File: src/rtl/usb_pkg.sv
// Shared USB definitions: TX CRC-append FSM states and USB CRC16 constants.
package usb_pkg;

    typedef enum logic [1:0] {
        IDLE = 2'd0,
        DATA = 2'd1,
        CRC1 = 2'd2,
        CRC2 = 2'd3
    } crc_append_state_t;

    // Reflected form of x^16 + x^15 + x^2 + 1 (0x8005), bytes processed LSB first.
    localparam logic [15:0] USB_CRC16_POLY_REFL = 16'hA001;
    localparam logic [15:0] USB_CRC16_INIT      = 16'hFFFF;
    // Good-packet residual in polynomial (MSB-first) bit order.
    localparam logic [15:0] USB_CRC16_RESIDUAL  = 16'h800D;

endpackage

File: src/rtl/usb_crc16_byte.sv
// One-byte USB CRC16 update, purely combinational; shared by TX append and RX check.
module usb_crc16_byte
    import usb_pkg::*;
(
    input  logic [15:0] crc_in,
    input  logic [7:0]  data,
    output logic [15:0] crc_out
);

    logic [15:0] w_c;

    // Eight LSB-first shift/XOR steps of the reflected polynomial.
    always_comb begin
        w_c = crc_in ^ {8'h00, data};
        for (int unsigned i = 0; i < 8; i++) begin
            w_c = w_c[0] ? ((w_c >> 1) ^ USB_CRC16_POLY_REFL) : (w_c >> 1);
        end
        crc_out = w_c;
    end

endmodule

File: src/rtl/usb_crc16_append.sv
// USB TX stage: forwards DATA payload bytes and appends CRC16 (low byte, then high byte).
module usb_crc16_append
    import usb_pkg::*;
#(
    parameter logic [15:0] CRC_INIT   = USB_CRC16_INIT,
    parameter logic [15:0] CRC_XOROUT = 16'hFFFF,
    parameter int          MAX_BYTES  = 1024
) (
    input  logic        clk,
    input  logic        reset,
    input  logic [7:0]  in_data,
    input  logic        in_valid,
    input  logic        in_last,
    output logic        in_ready,
    output logic [7:0]  out_data,
    output logic        out_valid,
    output logic        out_last,
    input  logic        out_ready,
    output logic [10:0] pkt_len,
    output logic        len_err
);

    crc_append_state_t r_state, w_state_nxt;
    logic [15:0] r_crc, w_crc_nxt;
    logic [10:0] r_count, w_count_nxt;
    logic [7:0]  r_out_data, w_out_data_nxt;
    logic        r_out_valid, w_out_valid_nxt;
    logic        r_out_last, w_out_last_nxt;
    logic [10:0] r_pkt_len, w_pkt_len_nxt;
    logic        r_len_err, w_len_err_nxt;

    logic        w_slot_free;
    logic        w_in_fire;
    logic [15:0] w_crc_src;
    logic [15:0] w_crc_upd;
    logic [15:0] w_crc_tx;

    // The first byte of a packet always starts from CRC_INIT, whatever r_crc holds.
    assign w_crc_src = (r_state == IDLE) ? CRC_INIT : r_crc;
    assign w_crc_tx  = r_crc ^ CRC_XOROUT;

    usb_crc16_byte u_crc16_byte (
        .crc_in  (w_crc_src),
        .data    (in_data),
        .crc_out (w_crc_upd)
    );

    assign w_slot_free = !r_out_valid || out_ready;
    assign in_ready    = ((r_state == IDLE) || (r_state == DATA)) && w_slot_free;
    assign w_in_fire   = in_valid && in_ready;

    // Next-state and next-output-register logic.
    always_comb begin
        w_state_nxt     = r_state;
        w_crc_nxt       = r_crc;
        w_count_nxt     = r_count;
        w_out_data_nxt  = r_out_data;
        w_out_valid_nxt = r_out_valid && !out_ready;
        w_out_last_nxt  = r_out_last;
        w_pkt_len_nxt   = r_pkt_len;
        w_len_err_nxt   = 1'b0;

        unique case (r_state)
            IDLE, DATA: begin
                if (w_in_fire) begin
                    w_out_data_nxt  = in_data;
                    w_out_valid_nxt = 1'b1;
                    w_out_last_nxt  = 1'b0;
                    w_crc_nxt       = w_crc_upd;
                    if (r_state == IDLE) begin
                        w_count_nxt = 11'd1;
                    end else begin
                        w_count_nxt   = (r_count == 11'h7FF) ? r_count : r_count + 11'd1;
                        w_len_err_nxt = (r_count == 11'(MAX_BYTES));
                    end
                    w_state_nxt = in_last ? CRC1 : DATA;
                end
            end
            CRC1: begin
                if (w_slot_free) begin
                    w_out_data_nxt  = w_crc_tx[7:0];
                    w_out_valid_nxt = 1'b1;
                    w_out_last_nxt  = 1'b0;
                    w_state_nxt     = CRC2;
                end
            end
            CRC2: begin
                if (w_slot_free) begin
                    w_out_data_nxt  = w_crc_tx[15:8];
                    w_out_valid_nxt = 1'b1;
                    w_out_last_nxt  = 1'b1;
                    w_pkt_len_nxt   = r_count;
                    w_crc_nxt       = CRC_INIT;
                    w_state_nxt     = IDLE;
                end
            end
            default: w_state_nxt = IDLE;
        endcase
    end

    // State and output registers with synchronous reset.
    always_ff @(posedge clk) begin
        if (reset) begin
            r_state     <= IDLE;
            r_crc       <= CRC_INIT;
            r_count     <= '0;
            r_out_data  <= '0;
            r_out_valid <= 1'b0;
            r_out_last  <= 1'b0;
            r_pkt_len   <= '0;
            r_len_err   <= 1'b0;
        end else begin
            r_state     <= w_state_nxt;
            r_crc       <= w_crc_nxt;
            r_count     <= w_count_nxt;
            r_out_data  <= w_out_data_nxt;
            r_out_valid <= w_out_valid_nxt;
            r_out_last  <= w_out_last_nxt;
            r_pkt_len   <= w_pkt_len_nxt;
            r_len_err   <= w_len_err_nxt;
        end
    end

    assign out_data  = r_out_data;
    assign out_valid = r_out_valid;
    assign out_last  = r_out_last;
    assign pkt_len   = r_pkt_len;
    assign len_err   = r_len_err;

endmodule
File: config.mk
export PLATFORM = sky130hd
export DESIGN_NAME = usb_crc16_append
export DESIGN_NICKNAME = d
export VERILOG_FILES = /design/src/rtl/usb_pkg.sv /design/src/rtl/usb_crc16_byte.sv /design/src/rtl/usb_crc16_append.sv
export SDC_FILE = /design/constraint.sdc
export NUM_CORES = 1
export LEC_CHECK = 0
export BUFFER_PORTS_ARGS = -buffer_cell sky130_fd_sc_hd__buf_2
export CORE_UTILIZATION = 57
export DETAILED_ROUTE_END_ITERATION = 10
export PLACE_DENSITY = 0.79
export SYNTH_ARGS = -nofsm -noshare
export SYNTH_HDL_FRONTEND = slang
export SYNTH_SLANG_ARGS = --single-unit
File: constraint.sdc
create_clock -name clk -period 2.1 [get_ports clk]
set_input_delay 0.42 -clock clk [delete_from_list [all_inputs] [get_ports clk]]
set_output_delay 0.42 -clock clk [all_outputs]
set_load 0.02 [all_outputs]
==> qor.csv, run 1 <==
stage,metric,value,unit
synthesis,Post-Synthesis Cells,309,
synthesis,synth top area cells,"dfxtp_1, a21oi_1, nor2_1",
drt,Total Wirelength,5657,µm
setup_path,CP startpoint kind,register,
sta,RSZ-0062 raised after global routing,false,
floorplan,die area,4743,µm²
synthesis,top-area cell type share of the netlist area,0.4006,
synthesis,Post-Synth Simple-Gate Area,0.2381,
placement,Routability Congestion,0.9336,
run,number of max-cap violations,0,
cells_and_area,growth of design area from synthesis to finish,13.99,%
global_route,vias in the first global route,1903,
power,clock network power share,0.277,
power,Leak,1.102,nW
synthesis,mux contribution to synthesized area,0,
sta,"Slew Viols, Final",0,
synthesis,synthesized net count,324,
floorplan,die span in y,68.87,µm
cts,cts repair resizes,0,
sta,setup tns final,0,ns
synthesis,Synth area leader,dfxtp_1,
cts,Sinks on Clock Net,51,
floorplan,core box area,4144,µm²
drt,routed wl met2,2361,µm
power,Sw Pwr,0.0006781,W
power,pwr/cell area,747.9,nW/µm²
synthesis,Post-synth EDFFs,0,
synthesis,Post-Synth XOR/XNOR Area,0.1217,
placement,hpwl dp,4184,µm
drt,WL/cell,14.29,µm
synthesis,Synth top cells by count,"dfxtp_1, nor2_1, a21oi_1, nand2_1, a211oi_1",
hold_path,hold path depth,3,
sta,FMAX,542.6,MHz
cells_and_area,diodes inserted,0,
cts,Num CTS Buffers,5,
sta,Final Hold Fails,0,
sta,Worst Max-Slew Pin Slew,0.6126,ns
synthesis,top-count cell post-synth,dfxtp_1,
cells_and_area,fillcell total,340,
setup_path,Crit Path Category,register to register,
cts,clock latency on the worst-skew pair,0.31,ns
synthesis,Synth Register Bits,51,
drt,initial DRC count,121,
drt,post-DR vias/cell,5.533,
setup_path,cell depth of the worst flop-to-flop path,7,
power,Reg power frac,0.496,
cts,postcts setup bufs,0,
global_route,Tot GR Track Use,0.2586,
sta,Max-Slew Margin vs Limit,0.5911,
cells_and_area,Util after Layout,0.7011,
cts,CTS tree,yes,
floorplan,Row Count,23,
cells_and_area,nets,360,
synthesis,largest family of logic cells by synthesized area,simple AND/OR/NAND/NOR gates,
drt,DRC,0,
drt,M1 WL,2981,µm
cts,cts hold-fix bufs,0,
synthesis,Avg Synthesized Cell Area,8.248,µm²
synthesis,cell area after synthesis,2549,µm²
sta,endpoints failing setup,0,
global_route,number of antenna violations at the first check in global routing,0,
setup_path,CP max FO,9,
power,logic gate share of total power,0.227,
power,Pint,0.001495,W
synthesis,dominant synthesized flop cell,dfxtp_1,
floorplan,Die Wd,68.87,µm
floorplan,num ports,36,
setup_path,"Req. time, crit path",2.29,ns
cts,Longest Clk Path Bufs,2,
setup_path,WP data arrival,2.03,ns
drt,WL met3,246,µm
drt,Initial DRT Pass Iterations,4,
setup_path,CP Capture Type,register,
sta,crit path time final,1.843,ns
cts,clock root buffer,clkbuf_8,
global_route,first-pass GRT wire length,9018,µm
floorplan,Initial Utilization,0.6150,
status,status,"complete, no violations",
placement,port bufs,35,
synthesis,sequential cell area fraction in the yosys report,0.4006,
synthesis,Synth cell types,41,
cells_and_area,share of layout cells above drive strength 1,0.2081,
drt,Top Layer Used,met4,
synthesis,share of async-settable or async-resettable flops after synthesis,0,
drt,via count,2191,
global_route,GR Overflow Total,0,
sta,period utilization,0.8776,
hold_path,worst hold path type,input pin to register,
synthesis,number of synthesis warnings,0,
synthesis,post-synthesis compound-gate area fraction,0.1929,
power,sw frac,0.3121,
drt,Routed Antenna Nets,0,
synthesis,Adder-Cell Fraction of Synth Area,0.009818,
global_route,largest net degree at the start of global routing,29,
cts,Clock transition at path regs,0.10,ns
power,worst vdd ir,403.9,µV
cts,H-tree lvl count,2,
sta,clk_skew,0.01066,ns
-- cells by family (layout without fill, tap and decap cells) --
kind of cell	Yosys count	in the layout
AOI/OAI and AO/OA	78	78
xor gates and xnor gates	32	32
adders and majority gates	2	2
buffers and inverters	23	60
DFF	51	51
and+or+nand+nor	123	123
-- routing by layer --
metal | vias up | GRT usage
met5 | - | 0
met2 | 62 | 0.3762
met3 | 8 | 0.04441
met4 | 0 | 0.09694
li1 | 1133 | -
met1 | 988 | 0.3770
-- placed cells by master, fill, tap and decap left out, types with 2 or more instances in the layout --
cell type,instances
a211oi_1,18
a21oi_1,37
buf_2,35
buf_4,9
clkbuf_8,6
dfxtp_1,51
ha_1,2
inv_1,6
nand2_1,29
nand2b_1,7
nand3_1,6
nand4_1,2
nor2_1,40
nor2_2,3
nor2b_1,9
nor3_1,11
nor4b_1,2
o21ai_0,5
o21bai_1,6
o22ai_1,5
or2_2,4
or3_1,3
xnor2_1,17
xnor2_2,3
xor2_1,11
-- final cells by class --
cell class,count,area (µm²),area share
inverter,7,26.28,0.009044
clock inverter,2,16.27,0.005599
multi-input combinational,235,1434,0.4935
sequential,51,1021,0.3514
timing repair buffer,45,262.8,0.09044
tap,50,62.56,0.02153
clock buffer,6,82.58,0.02842
-- state kept, by name, indices dropped and copies added (netlist names) --
signal / count
out_valid: 1
r_crc: 16
len_err: 1
pkt_len: 11
out_last: 1
out_data: 8
r_count: 11
r_state: 2
-- final timing paths --
path                    from          to  slack [ns]
hold reg to reg   pkt_len[1]  pkt_len[1]        0.46
setup / recovery  r_state[1]    r_crc[0]        0.26
setup reg to reg  r_state[1]    r_crc[0]        0.26
hold / removal      in_valid   out_valid        0.39
-- metrics by stage --
step	setup WS [ns]	power (W)	instance area, µm²	cells	hold slack [ns]
4_1_cts	0.2658	0.002179	2905	396	0.3837
3_3_place_gp	0.3266	0.001576	2806	388	0.4404
6_report	0.2570	0.002173	2905	396	0.3918
5_1_grt	0.1380	0.002275	2905	396	0.4146
3_5_place_dp	0.2794	0.001585	2806	388	0.4430
2_1_floorplan	0.4439	0.001449	2549	309	0.4582
-- critical path: stages (launching register included) --
cell and delay [ns]:
dfxtp_1 0.56, nor2_4 0.12, nor2_1 0.20, xnor2_2 0.17, xor2_2 0.21, xnor2_1 0.13
nor4b_1 0.25, a221oi_1 0.08
-- power groups by stage --
stage	combinational (W)	clock, W	sequential [W]
floorplan	0.000341	0	0.00111
global placement	0.000479	0	0.00110
detailed placement	0.000486	0	0.00110
CTS	0.000491	0.000612	0.00108
global route	0.000544	0.000645	0.00109
finish	0.000493	0.000602	0.00108
No activity file was read; power rests on OpenSTA's default activity.
==> run 2, diff against run 1 <==
==> constraint.sdc (replaced) <==
create_clock -name clk -period 2.1 [get_ports clk]
set_input_delay 0.42 -clock clk [delete_from_list [all_inputs] [get_ports clk]]
set_output_delay 0.42 -clock clk [all_outputs]
set_load 0.1 [all_outputs]
==> qor.csv, run 2 (same netlist as run 1, synthesis figures left out) <==
stage,metric,value,unit,change
cts,cts repair resizes,0,,unchanged
setup_path,WP data arrival,2.06,ns,was 2.03 ns
placement,Routability Congestion,0.8884,,was 0.9336
drt,via count,2211,,was 2191
sta,RSZ-0062 raised after global routing,false,,unchanged
setup_path,"Slowest-stage cell, CP",dfxtp_1,,unchanged
cells_and_area,diodes inserted,0,,unchanged
drt,Initial DRT Pass Iterations,4,,unchanged
sta,FMAX,528.4,MHz,was 542.6 MHz
cells_and_area,growth of design area from synthesis to finish,14.68,%,was 13.99%
floorplan,Initial Utilization,0.6150,,unchanged
cts,clock root buffer,clkbuf_8,,unchanged
status,status,"complete, no violations",,unchanged
setup_path,"Req. time, crit path",2.27,ns,was 2.29 ns
placement,hpwl dp,4264,µm,was 4184 µm
global_route,vias in the first global route,1938,,was 1903
placement,Placed Instances,388,,unchanged
setup_path,Critical Path Max Stage Delay,0.52,ns,was 0.56 ns
sta,Worst Max-Slew Pin Slew,0.6622,ns,was 0.6126 ns
cells_and_area,Largest Register,r_crc,,unchanged
sta,Max-Slew Margin vs Limit,0.5580,,was 0.5911
cells_and_area,"commonest non-fill, non-tap cell in the layout",dfxtp_1,,unchanged
global_route,number of antenna violations at the first check in global routing,0,,unchanged
placement,port bufs,35,,unchanged
cts,CTS tree,yes,,unchanged
floorplan,die area,4743,µm²,unchanged
cells_and_area,most frequent cells in the layout,"dfxtp_1, nor2_1, a21oi_1",,unchanged
global_route,first-pass GRT wire length,9522,µm,was 9018 µm
cts,postcts setup bufs,0,,unchanged
drt,Total Wirelength,5829,µm,was 5657 µm
cts,cts hold-fix bufs,0,,unchanged
sta,clk_skew,0.007981,ns,was 0.01066 ns
setup_path,Crit Path Category,register to register,,unchanged
power,Leak,1.109,nW,was 1.102 nW
floorplan,Die Wd,68.87,µm,unchanged
drt,initial DRC count,201,,was 121
cts,clock latency on the worst-skew pair,0.31,ns,about the same
sta,crit path time final,1.892,ns,was 1.843 ns
floorplan,core box area,4144,µm²,unchanged
setup_path,CP startpoint kind,register,,unchanged
sta,endpoints failing setup,0,,unchanged
global_route,GR Overflow Total,0,,unchanged
cells_and_area,area of the multi-input gates,1441,µm²,was 1434 µm²
setup_path,CP cell instances,buf_4 -> nand2_2 -> a21o_1 -> a21oi_4 -> nand2_1 -> a21oi_1 -> a211oi_1,,was nor2_4 -> nor2_1 -> xnor2_2 -> xor2_2 -> xnor2_1 -> nor4b_1 -> a221oi_1
cts,Clock transition at path regs,0.09,ns,was 0.10 ns
hold_path,worst hold path type,input pin to register,,unchanged
power,worst vdd ir,347.7,µV,was 403.9 µV
drt,post-DR vias/cell,5.583,,was 5.533
cells_and_area,max reg flops,16,,unchanged
cts,Sinks on Clock Net,51,,unchanged
sta,hold slack,0.4074,ns,was 0.3918 ns
drt,Routed Antenna Nets,0,,unchanged
cells_and_area,fillcell total,361,,was 340
power,pwr/cell area,789.0,nW/µm²,was 747.9 nW/µm²
cts,Longest Clk Path Bufs,2,,unchanged
cells_and_area,fin cells,396,,unchanged
sta,Final Hold Fails,0,,unchanged
setup_path,CP Capture Type,register,,unchanged
cts,Num CTS Buffers,5,,unchanged
setup_path,CP max FO,8,,was 9
global_route,largest net degree at the start of global routing,30,,was 29
run,number of max-cap violations,0,,unchanged
drt,WL/cell,14.72,µm,was 14.29 µm
drt,DRC,0,,unchanged
sta,"Slew Viols, Final",0,,unchanged
floorplan,Row Count,23,,unchanged
cells_and_area,nets,360,,unchanged
cells_and_area,Util after Layout,0.7053,,was 0.7011
sta,period utilization,0.9011,,was 0.8776
global_route,Tot GR Track Use,0.2757,,was 0.2586
sta,setup tns final,0,ns,unchanged
cells_and_area,share of layout cells above drive strength 1,0.2110,,was 0.2081
cts,H-tree lvl count,2,,unchanged
cells_and_area,Sequential cell area,1022,µm²,was 1021 µm²
floorplan,num ports,36,,unchanged
floorplan,die span in y,68.87,µm,unchanged
==> run 2: cell count changes in the layout (fill, tap and decap cells not counted), sizes merged <==
cell,delta
clkbuf,+1
clkinvlp,-1
==> run 2: worst paths after layout <==
kind              depth (start not counted)          to  slack, ns  startpoint
setup / recovery                          7  r_count[0]       0.21  r_state[1]
hold reg to reg                           2  pkt_len[3]       0.46  pkt_len[3]
hold / removal                            3   out_valid       0.41    in_valid
setup reg to reg                          7  r_count[0]       0.21  r_state[1]
==> run 2: area by class of cell <==
type	instances	area share
clock inverter	1	0.002997
sequential	51	0.3497
multi-input combinational	235	0.4932
clock buffer	7	0.02954
inverter	7	0.008990
tap	50	0.02140
timing repair buffer	45	0.09418
==> run 2: metrics by stage <==
step                instance area [µm²]  total power [W]  setup WS, ns
finish                             2923         0.002306        0.2076
global placement                   2828         0.001720        0.3259
CTS                                2923         0.002313        0.2146
global route                       2923         0.002417       0.06511
detailed placement                 2828         0.001729        0.2533
floorplan                          2557         0.001582        0.1801
==> run 2: power by group <==
| part | internal, W | switching (W) | total (W) |
|---|---|---|---|
| clock network | 0.000270 | 0.000321 | 0.000592 |
| registers | 0.00102 | 0.0000560 | 0.00108 |
| logic | 0.000210 | 0.000426 | 0.000636 |
| total | 0.00150 | 0.000803 | 0.00231 |
==> run 2: worst max-delay path: cells and delay by family (launching register included) <==
kind | cells | cell delay [ns]
AOI/OAI and AO/OA | 4 | 0.83
buffers and inverters | 1 | 0.23
and+or+nand+nor | 2 | 0.17
DFF | 1 | 0.52
==> run 2: metal layers <==
layer / GRT usage / share of wire
met1: 0.3919 / 0.50
met2: 0.4053 / 0.43
met3: 0.06414 / 0.054
met4: 0.09439 / 0.018
met5: 0 / 0
